[src/rtl/csr_trap_ctrl.sv]
`default_nettype none
// ============================================================================
//  Module   : csr_trap_ctrl
//  Brief    : Machine-mode trap entry / MRET sequencer. It arbitrates the
//             single CSR file port between the pipeline and a fixed
//             multi-cycle trap/return microsequence. It also issues the
//             fetch redirect at the end of each sequence.
//  Revision : 1.0 - initial release
// ============================================================================
module csr_trap_ctrl #(
    parameter int WIDTH = 32,
    parameter int AW    = 12
) (
    input  logic             clock,
    input  logic             reset,

    // trap / return requests (held by the requester until acknowledged)
    input  logic             trap_req,
    input  logic [WIDTH-1:0] trap_pc,
    input  logic [WIDTH-1:0] trap_cause,
    input  logic [WIDTH-1:0] trap_val,
    input  logic             mret_req,
    output logic             trap_ack,
    output logic             mret_ack,

    // pipeline CSR instruction port
    input  logic             pipe_csr,
    input  logic             pipe_csrsc,
    input  logic [4:0]       pipe_rs1,
    input  logic [AW-1:0]    pipe_addr,
    input  logic [WIDTH-1:0] pipe_wdata,
    output logic [WIDTH-1:0] pipe_rdata,

    // CSR file port (combinational read, write on the clock edge)
    output logic             csr_we,
    output logic [AW-1:0]    csr_addr,
    output logic [WIDTH-1:0] csr_wdata,
    input  logic [WIDTH-1:0] csr_rdata,

    // pipeline control
    output logic             busy,
    output logic             redirect_valid,
    output logic [WIDTH-1:0] redirect_pc
);

    // Machine-mode CSR addresses touched by the sequencer
    localparam logic [AW-1:0] c_addr_mstatus = AW'(12'h300);
    localparam logic [AW-1:0] c_addr_mtvec   = AW'(12'h305);
    localparam logic [AW-1:0] c_addr_mepc    = AW'(12'h341);
    localparam logic [AW-1:0] c_addr_mcause  = AW'(12'h342);
    localparam logic [AW-1:0] c_addr_mtval   = AW'(12'h343);

    // Explicitly encoded sequencer states; every non-IDLE state lasts one cycle
    typedef enum logic [2:0] {
        IDLE     = 3'd0,
        T_EPC    = 3'd1,
        T_CAUSE  = 3'd2,
        T_TVAL   = 3'd3,
        T_STATUS = 3'd4,
        T_VEC    = 3'd5,
        M_STATUS = 3'd6,
        M_EPC    = 3'd7
    } state_t;

    state_t           state_q, state_d;
    logic [WIDTH-1:0] pc_q,    pc_d;
    logic [WIDTH-1:0] cause_q, cause_d;
    logic [WIDTH-1:0] val_q,   val_d;

    logic [WIDTH-1:0] w_status_trap;
    logic [WIDTH-1:0] w_status_mret;
    logic [WIDTH-1:0] w_vec_base;
    logic [WIDTH-1:0] w_vec_offset;
    logic [WIDTH-1:0] w_vec_pc;
    logic [WIDTH-1:0] w_mepc_pc;
    logic             w_pipe_we;

    // mstatus rewrite on trap entry: MPIE<=MIE, MIE<=0, MPP<=M
    function automatic logic [WIDTH-1:0] status_on_trap(input logic [WIDTH-1:0] s);
        logic [WIDTH-1:0] r;
        r        = s;
        r[7]     = s[3];
        r[3]     = 1'b0;
        r[12:11] = 2'b11;
        return r;
    endfunction

    // mstatus rewrite on MRET: MIE<=MPIE, MPIE<=1, MPP<=U
    function automatic logic [WIDTH-1:0] status_on_mret(input logic [WIDTH-1:0] s);
        logic [WIDTH-1:0] r;
        r        = s;
        r[3]     = s[7];
        r[7]     = 1'b1;
        r[12:11] = 2'b00;
        return r;
    endfunction

    // Datapath helpers derived from whatever the CSR file currently returns
    always_comb begin
        w_status_trap = status_on_trap(csr_rdata);
        w_status_mret = status_on_mret(csr_rdata);
        w_vec_base    = {csr_rdata[WIDTH-1:2], 2'b00};
        // cause[W-2:0] << 2 truncated to WIDTH bits: bit W-2 shifts out
        w_vec_offset  = {cause_q[WIDTH-3:0], 2'b00};
        w_vec_pc      = ((csr_rdata[1:0] == 2'b01) && cause_q[WIDTH-1])
                        ? (w_vec_base + w_vec_offset) : w_vec_base;
        w_mepc_pc     = {csr_rdata[WIDTH-1:2], 2'b00};
        // set/clear forms with rs1 == x0 are pure reads
        w_pipe_we     = pipe_csr && (!pipe_csrsc || (pipe_rs1 != 5'd0));
    end

    // Next-state, request latching and CSR port / redirect outputs
    always_comb begin
        state_d        = state_q;
        pc_d           = pc_q;
        cause_d        = cause_q;
        val_d          = val_q;
        trap_ack       = 1'b0;
        mret_ack       = 1'b0;
        csr_we         = 1'b0;
        csr_addr       = '0;
        csr_wdata      = '0;
        pipe_rdata     = '0;
        redirect_valid = 1'b0;
        redirect_pc    = '0;

        case (state_q)
            IDLE: begin
                csr_addr   = pipe_addr;
                csr_wdata  = pipe_wdata;
                pipe_rdata = csr_rdata;
                csr_we     = w_pipe_we;
                if (trap_req) begin
                    // trap wins over a simultaneous MRET, which stays pending
                    trap_ack = 1'b1;
                    csr_we   = 1'b0;
                    pc_d     = trap_pc;
                    cause_d  = trap_cause;
                    val_d    = trap_val;
                    state_d  = T_EPC;
                end else if (mret_req) begin
                    mret_ack = 1'b1;
                    csr_we   = 1'b0;
                    state_d  = M_STATUS;
                end
            end
            T_EPC: begin
                csr_we    = 1'b1;
                csr_addr  = c_addr_mepc;
                csr_wdata = pc_q;
                state_d   = T_CAUSE;
            end
            T_CAUSE: begin
                csr_we    = 1'b1;
                csr_addr  = c_addr_mcause;
                csr_wdata = cause_q;
                state_d   = T_TVAL;
            end
            T_TVAL: begin
                csr_we    = 1'b1;
                csr_addr  = c_addr_mtval;
                csr_wdata = val_q;
                state_d   = T_STATUS;
            end
            T_STATUS: begin
                // read-modify-write through the combinational read path
                csr_we    = 1'b1;
                csr_addr  = c_addr_mstatus;
                csr_wdata = w_status_trap;
                state_d   = T_VEC;
            end
            T_VEC: begin
                csr_addr       = c_addr_mtvec;
                redirect_valid = 1'b1;
                redirect_pc    = w_vec_pc;
                state_d        = IDLE;
            end
            M_STATUS: begin
                csr_we    = 1'b1;
                csr_addr  = c_addr_mstatus;
                csr_wdata = w_status_mret;
                state_d   = M_EPC;
            end
            M_EPC: begin
                csr_addr       = c_addr_mepc;
                redirect_valid = 1'b1;
                redirect_pc    = w_mepc_pc;
                state_d        = IDLE;
            end
            default: begin
                state_d = IDLE;
            end
        endcase

        // While reset is asserted nothing may be committed or acknowledged,
        // so an interrupted sequence performs no further CSR write.
        if (reset) begin
            trap_ack       = 1'b0;
            mret_ack       = 1'b0;
            csr_we         = 1'b0;
            redirect_valid = 1'b0;
            redirect_pc    = '0;
        end
    end

    // State and latched trap information registers
    always_ff @(posedge clock) begin
        if (reset) begin
            state_q <= IDLE;
            pc_q    <= '0;
            cause_q <= '0;
            val_q   <= '0;
        end else begin
            state_q <= state_d;
            pc_q    <= pc_d;
            cause_q <= cause_d;
            val_q   <= val_d;
        end
    end

    // Pipeline stalls for the whole microsequence
    assign busy = (state_q != IDLE);

endmodule
`default_nettype wire

[config.mk]
export PLATFORM = sky130hd
export DESIGN_NAME = csr_trap_ctrl
export DESIGN_NICKNAME = d
export VERILOG_FILES = /design/src/rtl/csr_trap_ctrl.sv
export SDC_FILE = /design/constraint.sdc
export NUM_CORES = 1
export LEC_CHECK = 0
export ABC_CLOCK_PERIOD_IN_PS = 2900
export CORE_AREA = 4 4 165 119
export CTS_CLUSTER_DIAMETER = 60
export DETAILED_ROUTE_END_ITERATION = 12
export DIE_AREA = 0 0 169 123
export GPL_TIMING_DRIVEN = 0
export PLACE_DENSITY = 0.78
export REMOVE_ABC_BUFFERS = 1
export SYNTH_ARGS = -nofsm -noshare
export SYNTH_HDL_FRONTEND = slang
export SYNTH_SLANG_ARGS = --single-unit
[constraint.sdc]
create_clock -name clock -period 2.9 [get_ports clock]
set_input_delay 0.435 -clock clock [delete_from_list [all_inputs] [get_ports clock]]
set_output_delay 0.435 -clock clock [all_outputs]
set_load 0.005 [all_outputs]
==> impl_metrics.json, run 1 <==
{
  "ys_top_cells_by_area": "dfxtp_1 (28%), nand2_1 (15%), a21oi_1 (11%), mux4_2 (9.5%), ha_1 (5.1%)",
  "vias": 8287,
  "io_pins": 296,
  "multi_input_area_sq_mm": 0.00537,
  "hp-start": "pc_q[7]$_SDFFE_PP0P_",
  "start_util": 0.395,
  "cts_made_buffers": 9,
  "via_per_inst": 5.44,
  "hold_path.class": "flop to flop",
  "path_clk_slew_ns": 0.07,
  "endpoint_kind": "output port",
  "grt_antenna_before_repair": 0,
  "max_freq_mhz": 290,
  "io_buffers": 293,
  "fin_hold_ws_ns": 0.453,
  "outcome": "finished, violations left",
  "synth_largest_area_cell": "dfxtp_1",
  "dp_hpwl_um": 19800,
  "worstPathMaxFanout": 2,
  "critPathKind": "flop to output port",
  "grt_pass1_vias": 7853,
  "grt_util_met1": 0.344,
  "grt_max_degree": 60,
  "drive_gt1_frac": 0.201,
  "met3_usage": 0.0904,
  "power.density_mw_per_mm2": 440,
  "syn_area_per_cell_sq_um": 7.14,
  "r2r_setup_slack_ns": 0.59,
  "regArea_sq_mm": 0.00202,
  "crit-reg2reg-launch": "state_q[0]$_SDFFE_PP0P_",
  "final.min_clock_period_ns": 3.45,
  "core_area_sq_mm": 0.0179,
  "drv_slew": 0,
  "dominantRegCellSynth": "dfxtp_1",
  "gp_congestion": 0.903,
  "clockBufferDepth": 2,
  "cts-root-buf": "clkbuf_16",
  "startpoint": "cause_q[0]$_SDFFE_PP0P_",
  "peakVddDrop_mv": 0.252,
  "final_common_cell": "nand2_1",
  "htreeDepth": 3,
  "cts_tree": "done",
  "clock-sinks": 99,
  "drv_cap": 0,
  "clock_latency_ns": 0.35,
  "ys_types": 53,
  "dpl_worst_slack_ns": -1.52,
  "leakagePower_uw": 0.00447,
  "synth_edf_count": 0,
  "netlist_instances": 991,
  "start_kind": "flop",
  "area_delta_synth_final_pct": 64.0,
  "drtIter0Drc": 777,
  "drc": 0,
  "nets": 1494,
  "rows": 41,
  "hold_viol": 0,
  "crit_required_ns": 2.47,
  "gr-usage-met2": 0.428,
  "skew_ns": 0.00830,
  "violations": "negative setup slack",
  "stdcell_count": 1522,
  "netlist_area_sq_mm": 0.00708,
  "ys_seq_area_frac": 0.280,
  "ys_warn_count": 0,
  "design_area_sq_mm": 0.0116,
  "worstMarginPinSlew_ns": 0.709,
  "placed_cell_area_sq_mm": 0.0102,
  "overflow": 0,
  "detail_route.wl_per_cell_um": 19.4,
  "min_period_over_period": 1.19,
  "first_pass_iters": 5,
  "drt-total-wl_um": 29500,
  "synth.ff_latch_count": 99,
  "dp.cells": 1450,
  "grt_util_all_layers": 0.265,
  "yosys.area.top_type_share": 0.280,
  "grt-busiest-layer": "met2",
  "die_w_um": 169,
  "hold_buffers": 0,
  "die_h_um": 123,
  "slew-limit-headroom": 0.526,
  "antenna_left": 0,
  "nFillCells": 1543,
  "grt_pass1_wl_um": 42800,
  "die_area_sq_mm": 0.0208,
  "rsz0062_at_grt": "yes",
  "async_flop_share": 0,
  "p_total_uw": 5100,
  "critPathArrivalTime_ns": 3.01,
  "finalSetupViolCount": 20,
  "diodes": 0,
  "layout_setup_ws_ns": -0.545,
  "final_cell_mix": "nand2_1 (285), clkdlybuf4s50_1 (240), a21oi_1 (135)"
}
## critical path, stage by stage, from the launching register on
cell,delay (ns)
dfxtp_2,0.35
ha_4,0.13
inv_2,0.03
fa_2,0.33
nand2b_4,0.17
a21oi_4,0.17
o41ai_4,0.09
o31a_1,0.31
o21a_2,0.26
o21ai_4,0.17
a221oi_2,0.09
or3_1,0.37
nand3_2,0.07
buf_2,0.11
## cells in the mapped netlist, types with 2 or more instances
library cell,count
nand2_1,287
a21oi_1,155
dfxtp_1,99
o21ai_0,51
clkbuf_1,48
inv_1,41
nor2_1,41
and2_1,38
mux4_2,30
ha_1,29
buf_2,27
xnor2_1,13
a21o_1,12
a211oi_1,9
nand2b_1,9
nand3_1,9
nor3_1,9
xor2_1,9
o21bai_1,7
nand4_1,6
nor2b_1,6
o31a_1,4
a211o_1,3
a221oi_1,3
a31oi_1,3
nor4b_1,3
o211ai_1,3
o21a_1,3
or3_1,3
a21oi_2,2
buf_1,2
buf_4,2
mux2i_1,2
nor3b_1,2
nor4_1,2
o21ai_1,2
## final cells by class
class                      instances  area share
clock buffer                      11      0.0209
clock inverter                     5     0.00733
inverter                          41      0.0133
multi-input combinational        777       0.462
sequential                        99       0.174
tap                              236      0.0254
timing repair buffer             353       0.297
## report_power, final
group | total [uW] | internal (uW) | switching (uW) | leakage [uW]
registers | 1580 | 1470 | 110 | 0.000819
logic | 2170 | 1190 | 983 | 0.00349
clock network | 1350 | 786 | 562 | 0.000156
## through the flow
stage                      util  setup TNS [ns]
final                     0.649           -6.52
after global routing      0.649           -8.54
after CTS                 0.632           -7.64
after detailed placement  0.567          -37.24
after global placement    0.557         -961.26
after floorplan               -         -258.00
## cells by family (layout without fill, tap and decap cells)
group / after synthesis / after routing / share of synthesized area
buffers and inverters: 120 / 410 / 0.0695
xor gates and xnor gates: 22 / 22 / 0.0272
and+or+nand+nor: 422 / 426 / 0.257
adders and majority gates: 30 / 30 / 0.0541
AOI/OAI and AO/OA: 264 / 264 / 0.212
muxes: 33 / 33 / 0.0999
other: 1 / 2 / 0.000530
DFF: 99 / 99 / 0.280
## routing by layer
metal,vias up,part of all wire
li1,3954,-
met3,32,0.11
met1,3901,0.42
met4,0,0.016
met2,400,0.46
met5,-,0
## state kept, by name, indices dropped and copies added (netlist names)
register	flops
cause_q	32
pc_q	32
state_q	3
val_q	32
## path summary, 6_finish.rpt
path / to / cells after the start
setup reg to reg: pc_q[28]$_SDFFE_PP0P_ / 8
setup / recovery: redirect_pc[30] / 13
hold reg to reg: pc_q[7]$_SDFFE_PP0P_ / 2
hold / removal: pc_q[7]$_SDFFE_PP0P_ / 2
## what timing repair did
action                                  in CTS  in global routing
pin swaps                                   54                 50
gates cloned                                 5                  1
gates resized for setup                    225                 84
setup buffers                               39                 18
endpoints found under the setup margin     160                 44
Note: power is estimated with default switching activity, not from simulation.
==> inputs of run 2 (changes only) <==
--- a/config.mk
+++ b/config.mk
@@ -6,10 +6,10 @@
 export NUM_CORES = 1
 export LEC_CHECK = 0
 export ABC_CLOCK_PERIOD_IN_PS = 2900
-export CORE_AREA = 4 4 165 119
+export CORE_AREA = 2 2 163 117
 export CTS_CLUSTER_DIAMETER = 60
 export DETAILED_ROUTE_END_ITERATION = 12
-export DIE_AREA = 0 0 169 123
+export DIE_AREA = 0 0 165 119
 export GPL_TIMING_DRIVEN = 0
 export PLACE_DENSITY = 0.78
 export REMOVE_ABC_BUFFERS = 1
==> impl_metrics.json, run 2 (same netlist as run 1, synthesis figures left out) <==
{
  "gp_congestion": 0.907,
  "p_int_uw": 3350,
  "drc": 0,
  "layout_setup_ws_ns": -0.564,
  "drive_gt1_frac": 0.194,
  "grt_util_all_layers": 0.274,
  "hp-start": "pc_q[16]$_SDFFE_PP0P_",
  "dp_hpwl_um": 19100,
  "clockBufferDepth": 2,
  "grt_pass1_vias": 7714,
  "pwr-share-comb": 0.422,
  "outcome": "finished, violations left",
  "rsz0062_at_grt": "yes",
  "detail_route.wl_per_cell_um": 18.4,
  "cts_tree": "done",
  "critPathArrivalTime_ns": 3.03,
  "first_pass_iters": 5,
  "violations": "negative setup slack",
  "tns_ns": -6.87,
  "skew_ns": 0.00954,
  "die_h_um": 119,
  "endpoint_kind": "output port",
  "final_common_cell": "nand2_1",
  "hold_path.class": "flop to flop",
  "grt_pass1_wl_um": 42100,
  "final_cell_mix": "nand2_1 (285), clkdlybuf4s50_1 (242), a21oi_1 (135)",
  "top_regs": "cause_q (32), pc_q (32), val_q (32)",
  "met1_length_um": 12200,
  "antenna_left": 0,
  "pwr-share-seq": 0.316,
  "vias": 8200,
  "overflow": 0,
  "start_util": 0.386,
  "min_period_over_period": 1.19,
  "r2r_setup_slack_ns": 0.72,
  "cts-root-buf": "clkbuf_16",
  "critPathKind": "flop to output port",
  "io_pins": 296,
  "htreeDepth": 3,
  "p_switching_uw": 1670,
  "max_freq_mhz": 289,
  "leakagePower_uw": 0.00445,
  "rr_worst_depth": 7,
  "power.density_mw_per_mm2": 434,
  "grt_max_degree": 61,
  "area_delta_synth_final_pct": 63.4,
  "nets": 1487,
  "dr.max_layer_used": "met4",
  "worstMarginPinSlew_ns": 0.560,
  "cts_made_buffers": 9,
  "clock_latency_ns": 0.35,
  "via_per_inst": 5.39,
  "startpoint": "cause_q[0]$_SDFFE_PP0P_",
  "start_kind": "flop",
  "dr_wl_met3_um": 2360,
  "hold_viol": 0,
  "finalSetupViolCount": 21,
  "final.min_clock_period_ns": 3.46,
  "reg2reg_to": "val_q[9]$_SDFFE_PP0P_",
  "pwr-share-clk": 0.262,
  "crit_required_ns": 2.47,
  "route.met2.wl_um": 12900,
  "core_area_sq_mm": 0.0183,
  "drtIter0Drc": 523,
  "drt-total-wl_um": 28100,
  "die_area_sq_mm": 0.0196,
  "worstSetupEndpoint": "redirect_pc[30]",
  "hold_buffers": 0,
  "grt_antenna_before_repair": 1,
  "drv_cap": 0,
  "path_clk_slew_ns": 0.08,
  "die_w_um": 165,
  "peakVddDrop_mv": 0.299,
  "switching_share": 0.333,
  "clock-sinks": 99,
  "rows": 42,
  "p_total_uw": 5030,
  "io_buffers": 293,
  "crit-reg2reg-launch": "state_q[1]$_SDFFE_PP0P_",
  "drv_slew": 0,
  "worstPathMaxFanout": 3,
  "slew-limit-headroom": 0.627
}
## run 2: how the worst min path moves through the flow
stage	end	slack (ns)	depth (start not counted)
after floorplan	cause_q[30]$_SDFFE_PP0P_	0.43	2
after global placement	pc_q[25]$_SDFFE_PP0P_	0.44	2
after detailed placement	pc_q[7]$_SDFFE_PP0P_	0.44	2
after CTS	pc_q[7]$_SDFFE_PP0P_	0.45	2
after global routing	pc_q[29]$_SDFFE_PP0P_	0.47	2
final	pc_q[16]$_SDFFE_PP0P_	0.45	2
## run 2: cell type report
type	count	area, sq um
well taps	242	303
repair buffers	349	3450
clock inverters	6	78.8
clock buffers	10	239
diodes	1	2.50
multi-input cells	774	5330
fillers	1595	6770
inverters	41	154
flip-flops and latches	99	2010
## run 2: power by group through the flow
stage	clock network (uW)	logic, uW	registers [uW]
after floorplan	0	854	1600
after global placement	0	1710	1660
after detailed placement	0	1780	1640
after CTS	1340	2010	1590
after global routing	1400	2300	1600
final	1320	2120	1590
## run 2: layer usage
| metal | GRT usage | vias up |
|---|---|---|
| li1 | - | 3934 |
| met1 | 0.368 | 3877 |
| met2 | 0.438 | 351 |
| met3 | 0.0704 | 38 |
| met4 | 0.0728 | 0 |
| met5 | 0 | - |
## run 2: timing repair
action | 4_1_cts | 5_1_grt
pin swaps | 45 | 57
resized for setup | 236 | 69
setup buffers | 32 | 18
gates cloned | 1 | 0
endpoints found under the setup margin | 156 | 37
## run 2: critical path, cell delays in order, from the launching register on
cell      delay (ns)
dfxtp_4         0.37
ha_4            0.14
inv_2           0.04
fa_2            0.33
nand2b_4        0.16
a21oi_4         0.17
o41ai_4         0.08
o31a_1          0.30
o21a_4          0.26
o21ai_4         0.16
a221oi_2        0.10
or3_1           0.36
nand3_1         0.08
buf_2           0.12
## run 2: per-stage QoR
stage / std cells / cell area, sq um / util / setup WS (ns) / hold WS [ns]
6_report: 1522 / 11600 / 0.631 / -0.564 / 0.454
5_1_grt: 1522 / 11600 / 0.631 / -0.668 / 0.470
4_1_cts: 1506 / 11200 / 0.612 / -0.663 / 0.454
3_5_place_dp: 1458 / 10200 / 0.557 / -1.54 / 0.443
3_3_place_gp: 1448 / 9980 / 0.544 / -7.31 / 0.439
2_1_floorplan: 913 / 6750 / - / -2.41 / 0.427
